`src/rtl/alu_step_ctrl.sv`:
```
`default_nettype none
// ============================================================================
// Module   : alu_step_ctrl
// Brief    : Debounced key-stepped operand entry / execute / show controller
//            driving an external alu16. Optional macro: ALU_ACCUM_EN
//            (SHOW + step chains the result into operand A).
// Revision : 1.0 - initial release
// ============================================================================
module alu_step_ctrl #(
    parameter int WIDTH           = 16,
    parameter int DEBOUNCE_CYCLES = 500000,
    parameter int ALU_LAT         = 0
) (
    input  logic             CLOCK_50,
    input  logic             rst_n,
    input  logic [9:0]       SW,
    input  logic [1:0]       KEY,
    output logic [WIDTH-1:0] alu_a,
    output logic [WIDTH-1:0] alu_b,
    output logic [4:0]       alu_op,
    input  logic [WIDTH-1:0] alu_y,
    input  logic [4:0]       alu_flags,
    output logic [WIDTH-1:0] disp_val,
    output logic [4:0]       flags_q,
    output logic [1:0]       state_q,
    output logic             done
);

    localparam int         CNT_W    = $clog2(DEBOUNCE_CYCLES + 1);
    localparam logic [2:0] LAT_INIT = 3'(ALU_LAT);

    localparam logic [1:0] S_ENTER_A = 2'd0;
    localparam logic [1:0] S_ENTER_B = 2'd1;
    localparam logic [1:0] S_EXEC    = 2'd2;
    localparam logic [1:0] S_SHOW    = 2'd3;

    if (WIDTH < 8) begin : g_chk_width
        $error("alu_step_ctrl: WIDTH must be >= 8");
    end
    if (DEBOUNCE_CYCLES < 2) begin : g_chk_debounce
        $error("alu_step_ctrl: DEBOUNCE_CYCLES must be >= 2");
    end
    if (ALU_LAT < 0 || ALU_LAT > 7) begin : g_chk_lat
        $error("alu_step_ctrl: ALU_LAT must be 0..7");
    end

    logic [1:0] key_press;

    // Sync -> debounce -> falling-edge pulse; the pulse lags the debounced level by one cycle.
    for (genvar k = 0; k < 2; k++) begin : g_key
        logic             sync1_q;
        logic             sync2_q;
        logic             level_q;
        logic             level_dly_q;
        logic             press_q;
        logic [CNT_W-1:0] cnt_q;

        always_ff @(posedge CLOCK_50 or negedge rst_n) begin
            if (!rst_n) begin
                sync1_q     <= 1'b1;
                sync2_q     <= 1'b1;
                level_q     <= 1'b1;
                level_dly_q <= 1'b1;
                press_q     <= 1'b0;
                cnt_q       <= '0;
            end else begin
                sync1_q     <= KEY[k];
                sync2_q     <= sync1_q;
                level_dly_q <= level_q;
                press_q     <= level_dly_q & ~level_q;
                if (sync2_q != level_q) begin
                    if (cnt_q == CNT_W'(DEBOUNCE_CYCLES - 1)) begin
                        level_q <= sync2_q;
                        cnt_q   <= '0;
                    end else begin
                        cnt_q <= cnt_q + CNT_W'(1);
                    end
                end else begin
                    cnt_q <= '0;
                end
            end
        end

        assign key_press[k] = press_q;
    end

    logic             step_press;
    logic             clr_press;
    logic [WIDTH-1:0] entry_val;
    logic [4:0]       op_map;
    logic [WIDTH-1:0] res_q;
    logic [WIDTH-1:0] alu_a_q;
    logic [WIDTH-1:0] alu_b_q;
    logic [4:0]       alu_op_q;
    logic [2:0]       wait_q;
    logic [1:0]       state_d;

    assign step_press = key_press[0];
    assign clr_press  = key_press[1];
    assign entry_val  = {{(WIDTH-7){SW[6]}}, SW[6:0]};

    always_comb begin
        case (SW[9:7])
            3'd0:    op_map = 5'd0;
            3'd1:    op_map = 5'd8;
            3'd2:    op_map = 5'd14;
            3'd3:    op_map = 5'd16;
            3'd4:    op_map = 5'd18;
            3'd5:    op_map = 5'd20;
            3'd6:    op_map = 5'd21;
            default: op_map = 5'd23;
        endcase
    end

    always_ff @(posedge CLOCK_50 or negedge rst_n) begin
        if (!rst_n) begin
            state_q <= S_ENTER_A;
        end else begin
            state_q <= state_d;
        end
    end

    always_comb begin
        state_d = state_q;
        if (clr_press) begin
            state_d = S_ENTER_A;
        end else begin
            case (state_q)
                S_ENTER_A: if (step_press) state_d = S_ENTER_B;
                S_ENTER_B: if (step_press) state_d = S_EXEC;
                S_EXEC:    if (wait_q == 3'd0) state_d = S_SHOW;
                default: begin
`ifdef ALU_ACCUM_EN
                    if (step_press) state_d = S_ENTER_B;
`else
                    if (step_press) state_d = S_ENTER_A;
`endif
                end
            endcase
        end
    end

    always_comb begin
        done     = (state_q == S_SHOW);
        disp_val = (state_q == S_SHOW) ? res_q : entry_val;
    end

    // Clear outranks step; in EXEC only the wait counter matters.
    always_ff @(posedge CLOCK_50 or negedge rst_n) begin
        if (!rst_n) begin
            alu_a_q  <= '0;
            alu_b_q  <= '0;
            alu_op_q <= '0;
            res_q    <= '0;
            flags_q  <= '0;
            wait_q   <= '0;
        end else if (clr_press) begin
            alu_a_q  <= '0;
            alu_b_q  <= '0;
            alu_op_q <= '0;
            res_q    <= '0;
            flags_q  <= '0;
        end else begin
            case (state_q)
                S_ENTER_A: begin
                    if (step_press) alu_a_q <= entry_val;
                end
                S_ENTER_B: begin
                    if (step_press) begin
                        alu_b_q  <= entry_val;
                        alu_op_q <= op_map;
                        wait_q   <= LAT_INIT;
                    end
                end
                S_EXEC: begin
                    if (wait_q == 3'd0) begin
                        flags_q <= alu_flags;
                        res_q   <= alu_y;
                    end else begin
                        wait_q <= wait_q - 3'd1;
                    end
                end
                default: begin
`ifdef ALU_ACCUM_EN
                    if (step_press) alu_a_q <= res_q;
`endif
                end
            endcase
        end
    end

    assign alu_a  = alu_a_q;
    assign alu_b  = alu_b_q;
    assign alu_op = alu_op_q;

endmodule
`default_nettype wire

```
`config.mk`:
```
export PLATFORM = sky130hd
export DESIGN_NAME = alu_step_ctrl
export DESIGN_NICKNAME = d
export VERILOG_FILES = /design/src/rtl/alu_step_ctrl.sv
export SDC_FILE = /design/constraint.sdc
export NUM_CORES = 1
export LEC_CHECK = 0
export BUFFER_PORTS_ARGS = -buffer_cell sky130_fd_sc_hd__buf_2
export CAP_MARGIN = 20
export CELL_PAD_IN_SITES_DETAIL_PLACEMENT = 1
export CELL_PAD_IN_SITES_GLOBAL_PLACEMENT = 2
export CORE_MARGIN = 1
export CORE_UTILIZATION = 30
export DETAILED_ROUTE_END_ITERATION = 8
export PLACE_DENSITY_LB_ADDON = 0.1
export SKIP_LAST_GASP = 1
export SLEW_MARGIN = 40
export SYNTH_ARGS = -nofsm -noshare
export SYNTH_HDL_FRONTEND = slang
export SYNTH_SLANG_ARGS = --single-unit
```
`constraint.sdc`:
```
create_clock -name CLOCK_50 -period 4.53 [get_ports CLOCK_50]
set_input_delay 0.906 -clock CLOCK_50 [delete_from_list [all_inputs] [get_ports CLOCK_50]]
set_output_delay 0.906 -clock CLOCK_50 [all_outputs]
set_load 0.01 [all_outputs]
```
==> results of run 1 <==
## power by group
group | switching (mW) | total, mW | internal [mW]
combinational | 0.0469 | 0.0745 | 0.0276
sequential | 0.00540 | 0.843 | 0.838
clock | 0.334 | 0.775 | 0.441
total | 0.386 | 1.69 | 1.31
## final timing paths
| kind | depth (start not counted) | end | slack [ns] |
|---|---|---|---|
| min | 0 | g_key[1].sync2_q$_DFF_PN1_ | 0.36 |
| min in group asynchronous | 1 | alu_op[3]$_DFFE_PN0P_ | 0.52 |
| max reg2reg | 5 | g_key[0].cnt_q[16]$_DFF_PN0_ | 2.58 |
| max | 4 | disp_val[6] | 1.47 |
| max in group asynchronous | 2 | g_key[1].sync1_q$_DFF_PN1_ | 3.28 |
| min reg2reg | 0 | g_key[1].sync2_q$_DFF_PN1_ | 0.36 |
## stage by stage
stage / power, mW / hold WS [ns] / setup WS [ns]
2_1_floorplan: 0.884 / 0.345 / 2.16
3_3_place_gp: 0.934 / 0.346 / 1.92
3_5_place_dp: 0.936 / 0.349 / 1.81
4_1_cts: 1.73 / 0.359 / 1.42
5_1_grt: 1.77 / 0.363 / 1.29
6_report: 1.69 / 0.357 / 1.47
## metal layers
layer  part of all wire, %  wire length, µm
met1                    48             5180
met5                     0                0
met2                    45             4830
met4                   1.9              204
met3                   4.9              526
## flip-flops by register name (all words and copies together) (netlist names), 2 cells and up
name	flops
alu_b	7
g_key.sync2_q	2
alu_a	7
g_key.level_q	2
flags_q	5
alu_op	5
res_q	16
wait_q	3
g_key.sync1_q	2
g_key.level_dly_q	2
g_key.cnt_q	38
state_q	2
## Yosys cell counts, drive strengths merged, types with 7 or more instances
cell type   n
buf        21
clkbuf     12
nor4       11
nand4       7
nor3        8
inv        15
mux2        8
o21ai       9
xnor2      28
a22o       29
dfrtp      85
nand2      46
nand3      22
a21oi      13
ha          8
nor2       43
dfstp       8
## worst max-delay path: stages, from the launching register on
cell	delay (ns)
dfrtp_1	0.42
ha_1	0.71
nand2b_1	0.42
nand2_1	0.10
buf_2	0.16
## logic make-up after synthesis
kind of cell,share of synthesized area [%]
xor gates and xnor gates,6.67
and+or+nand+nor,18.3
AOI/OAI and AO/OA,9.76
buffers and inverters,5.80
muxes,3.23
adders and majority gates,2.31
DFF,53.9
## final cells by class
type | instances | area, µm² | share of cell area (%)
clock buffer | 10 | 239 | 4.60
clock inverter | 6 | 62.6 | 1.20
inverter | 15 | 56.3 | 1.08
multi-input combinational | 272 | 1750 | 33.8
sequential | 93 | 2340 | 45.0
tap | 180 | 225 | 4.34
timing repair buffer | 100 | 519 | 10.0
==> flow_summary.json, run 1 <==
{
  "status": "finished, final reports clean",
  "met3_usage_pct": 3.04,
  "hold_viol": 0,
  "synth_edf_count": 0,
  "use_met2_pct": 23.7,
  "ys_seq_elements": 93,
  "endpoint_kind": "output port",
  "antenna_left": 0,
  "powerDensity_nw_per_um2": 326,
  "final_cell_mix": "buf_2, dfrtp_1, nand2_1",
  "fmax_ghz": 0.327,
  "synth_top_area_share_pct": 49.1,
  "grtUsageMet1_pct": 21.6,
  "grt_most_used_layer": "met2",
  "routedWlPerCell_um": 15.9,
  "core_um2": 14000,
  "r2r_start": "g_key[0].cnt_q[0]$_DFF_PN0_",
  "die_h_um": 122,
  "synth-main-ff-cell": "dfrtp_1",
  "setup_tns_ns": 0,
  "initial_core_util_pct": 31.0,
  "htree_num_levels": 3,
  "synth_seq_area_share_pct": 53.9,
  "cts_buffer_depth": 2,
  "min_period_ns": 3.06,
  "antenna_cells": 0,
  "rsz0062_at_grt": "false",
  "max_slew_margin_pct": 46.2,
  "pin_count": 96,
  "grt_max_degree": 60,
  "min_period_over_period_pct": 67.5,
  "cts_setup_buffers": 0,
  "clock-sinks": 93,
  "maxCapViolCount": 0,
  "final_nets": 534,
  "critPathMaxFanout": 18,
  "worst_setup_path_start_kind": "flip-flop",
  "syn-mean-instance-area_um2": 10.5,
  "via_per_inst": 4.92,
  "final-setup-viol-count": 0,
  "fin_cells": 676,
  "dp_cells": 660,
  "arrival_ns": 2.15,
  "track_usage_pct": 15.7,
  "synth_cells": 413,
  "cts_root_buffer": "clkbuf_16",
  "synthTopCellsByArea": "dfrtp_1, a22o_1, xnor2_1",
  "tightest_slew_ns": 0.807,
  "insertion_delay_ns": 0.35,
  "first_global_vias": 3371,
  "min-delay-start": "g_key[1].sync1_q$_DFF_PN1_",
  "place_congestion": 0.726,
  "fill_cells": 1591,
  "final_util_pct": 37.1,
  "ys_types": 41,
  "hp-class": "flip-flop to flip-flop",
  "synth_top_area_cell": "dfrtp_1",
  "grt_pass1_wl_um": 18000,
  "drv_slew": 0,
  "dp_hpwl_um": 7570,
  "final_common_cell": "buf_2",
  "num_rows": 43,
  "clock_skew_ns": 0.00620,
  "syn-cell-area_um2": 4330,
  "overflow": 0,
  "antenna_found_initial": 0,
  "yosys_warnings": 0,
  "critPathLaunch": "state_q[1]$_DFFE_PN0P_",
  "post-route-drc-count": 0,
  "required_ns": 3.62,
  "synth_fp_nets": 456,
  "dieArea_um2": 14900,
  "p_leak_nw": 2.35,
  "dpl_cell_area_um2": 4890,
  "cts_inserted_buffers": 9,
  "crit_type": "flip-flop to output port",
  "syn2layout_area_growth_pct": 19.8,
  "vdd.ir_drop.worst_uv": 240,
  "clkTransAtPathRegs_ns": 0.06,
  "cts_tree": "built",
  "cts_hold_buf": 0,
  "ctsResizeCount": 0,
  "drtIter0Drc": 155,
  "async_flop_share_pct": 100,
  "vias": 3323,
  "die_w_um": 122,
  "numPortBuffers": 95,
  "design_area_um2": 5190,
  "layout-drive-gt1-share_pct": 28.2,
  "wirelength_um": 10700,
  "dr.pass1.iters": 4
}
Power figures use the tool's default switching activity.
==> inputs of run 2 (changes only) <==
clock period = 3.1 ns   (was 4.53 ns; I/O delays follow)
==> run 2 against run 1 <==
Power rose by 55%. Utilization rose by 0.52 points. Combinational power rose by 50%. Clock power rose by 66%. Register-to-register slack got worse by 1.5 ns. Design area rose by 1.4%. Non-clock buffer count rose by 3.
==> flow_summary.json, run 2 (synthesized netlist as in run 1, its figures left out) <==
{
  "status": "finished, final reports clean",
  "crit_type": "flip-flop to output port",
  "num_rows": 43,
  "ctsResizeCount": 0,
  "largest_reg_flops": 38,
  "maxCapViolCount": 0,
  "critPathMaxFanout": 10,
  "endpoint_kind": "output port",
  "rr_worst_depth": 4,
  "drtIter0Drc": 143,
  "routedWlPerCell_um": 15.9,
  "grt_pass1_wl_um": 18100,
  "powerDensity_nw_per_um2": 500,
  "max_slew_margin_pct": 49.0,
  "setup_tns_ns": 0,
  "power_frac_comb_pct": 4.2,
  "wirelength_um": 10800,
  "rrSetupSlack_ns": 1.13,
  "numPortBuffers": 95,
  "via_per_inst": 4.87,
  "hp-class": "input port to async pin",
  "seq_area_um2": 2340,
  "vdd.ir_drop.worst_uv": 259,
  "required_ns": 2.48,
  "fmax_ghz": 0.404,
  "final_nets": 537,
  "arrival_ns": 1.86,
  "pin_count": 96,
  "antenna_found_initial": 0,
  "first_global_vias": 3466,
  "power.internal_mw": 2.06,
  "clkTransAtPathRegs_ns": 0.06,
  "switching_share_pct": 21.7,
  "final-setup-viol-count": 0,
  "worst_setup_path_start_kind": "flip-flop",
  "cts_inserted_buffers": 9,
  "post-route-drc-count": 0,
  "dieArea_um2": 14900,
  "htree_num_levels": 3,
  "cts_buffer_depth": 2,
  "rsz0062_at_grt": "false",
  "clkPwrFrac_pct": 48.9,
  "dp_hpwl_um": 7700,
  "overflow": 0,
  "layout-drive-gt1-share_pct": 28.5,
  "power.net_switching_uw": 570,
  "cts_hold_buf": 0,
  "antenna_cells": 0,
  "min_period_ns": 2.48,
  "core_um2": 14000,
  "p_leak_nw": 2.40,
  "r2r-end": "g_key[0].cnt_q[13]$_DFF_PN0_",
  "clock-sinks": 93,
  "grt_max_degree": 47,
  "dr.pass1.iters": 4,
  "cts_setup_buffers": 0,
  "initial_core_util_pct": 31.0,
  "drv_slew": 0,
  "r2r_start": "g_key[0].cnt_q[4]$_DFF_PN0_",
  "die_w_um": 122,
  "insertion_delay_ns": 0.35,
  "clock_skew_ns": 0.00778,
  "hold_viol": 0,
  "antenna_left": 0,
  "multi_input_area_um2": 1750,
  "total_power_mw": 2.63,
  "final_common_cell": "buf_2",
  "place_congestion": 0.707,
  "syn2layout_area_growth_pct": 21.5,
  "min_period_over_period_pct": 79.9,
  "fill_cells": 1622,
  "reg_top3": "g_key.cnt_q: 38 flops, res_q: 16 flops",
  "regMostFlops": "g_key.cnt_q",
  "vias": 3305,
  "power_frac_seq_pct": 46.8,
  "die_h_um": 122,
  "final_cell_mix": "buf_2, dfrtp_1, nand2_1",
  "cts_tree": "built",
  "tightest_slew_ns": 0.764,
  "track_usage_pct": 15.9,
  "cts_root_buffer": "clkbuf_16"
}
[run 2: cell count changes in the layout (fill, tap and decap cells not counted)]
cell	change
bufinv_16	+2
a21oi_1	+1
clkinv_4	+1
clkinv_2	-1
buf_12	+1
buf_6	-1
buf_4	+3
clkbuf_8	-1
clkinvlp_4	-3
a21oi_2	-1
inv_6	+2
[run 2: final cells by class]
class                      count  share of cell area [%]
tap                          180                    4.28
timing repair buffer         103                    10.5
clock inverter                 7                    2.31
sequential                    93                    44.4
multi-input combinational    272                    33.2
inverter                      15                    1.07
clock buffer                   9                    4.28
[run 2: per-stage QoR]
step                      cells  setup WS [ns]  area (µm²)  hold WS (ns)  util, %
after detailed placement    663          0.964        4920         0.348     35.2
after global placement      663           1.02        4920         0.346     35.2
final                       679          0.622        5270         0.294     37.6
after CTS                   679          0.567        5270         0.311     37.6
after global routing        679          0.442        5270         0.340     37.6
after floorplan             413           1.02        4330         0.324        -
[run 2: worst max path at each step]
stage	start	endpoint
6_report	state_q[1]$_DFFE_PN0P_	disp_val[12]
5_1_grt	state_q[1]$_DFFE_PN0P_	disp_val[12]
4_1_cts	state_q[1]$_DFFE_PN0P_	disp_val[13]
3_5_place_dp	state_q[1]$_DFFE_PN0P_	disp_val[13]
3_3_place_gp	state_q[1]$_DFFE_PN0P_	disp_val[13]
2_1_floorplan	state_q[1]$_DFFE_PN0P_	disp_val[10]
[run 2: worst max-delay path: stages, from the launching register on]
cell	delay, ns
dfrtp_1	0.41
ha_1	0.47
nand2b_1	0.39
nand2_1	0.09
buf_2	0.15
[run 2: metal layers]
metal  track usage, %  vias up  wire (µm)
met5                0        -          0
met2             25.0       77       4850
li1                 -     1581          -
met3             3.14       12        511
met4             6.86        0        187
met1             21.1     1635       5250
[run 2: power groups by stage]
stage / Clock, mW / Sequential (mW) / Combinational (mW)
2_1_floorplan: 0 / 1.25 / 0.0383
3_3_place_gp: 0 / 1.25 / 0.114
3_5_place_dp: 0 / 1.25 / 0.116
4_1_cts: 1.33 / 1.23 / 0.117
5_1_grt: 1.38 / 1.23 / 0.129
6_report: 1.29 / 1.23 / 0.112
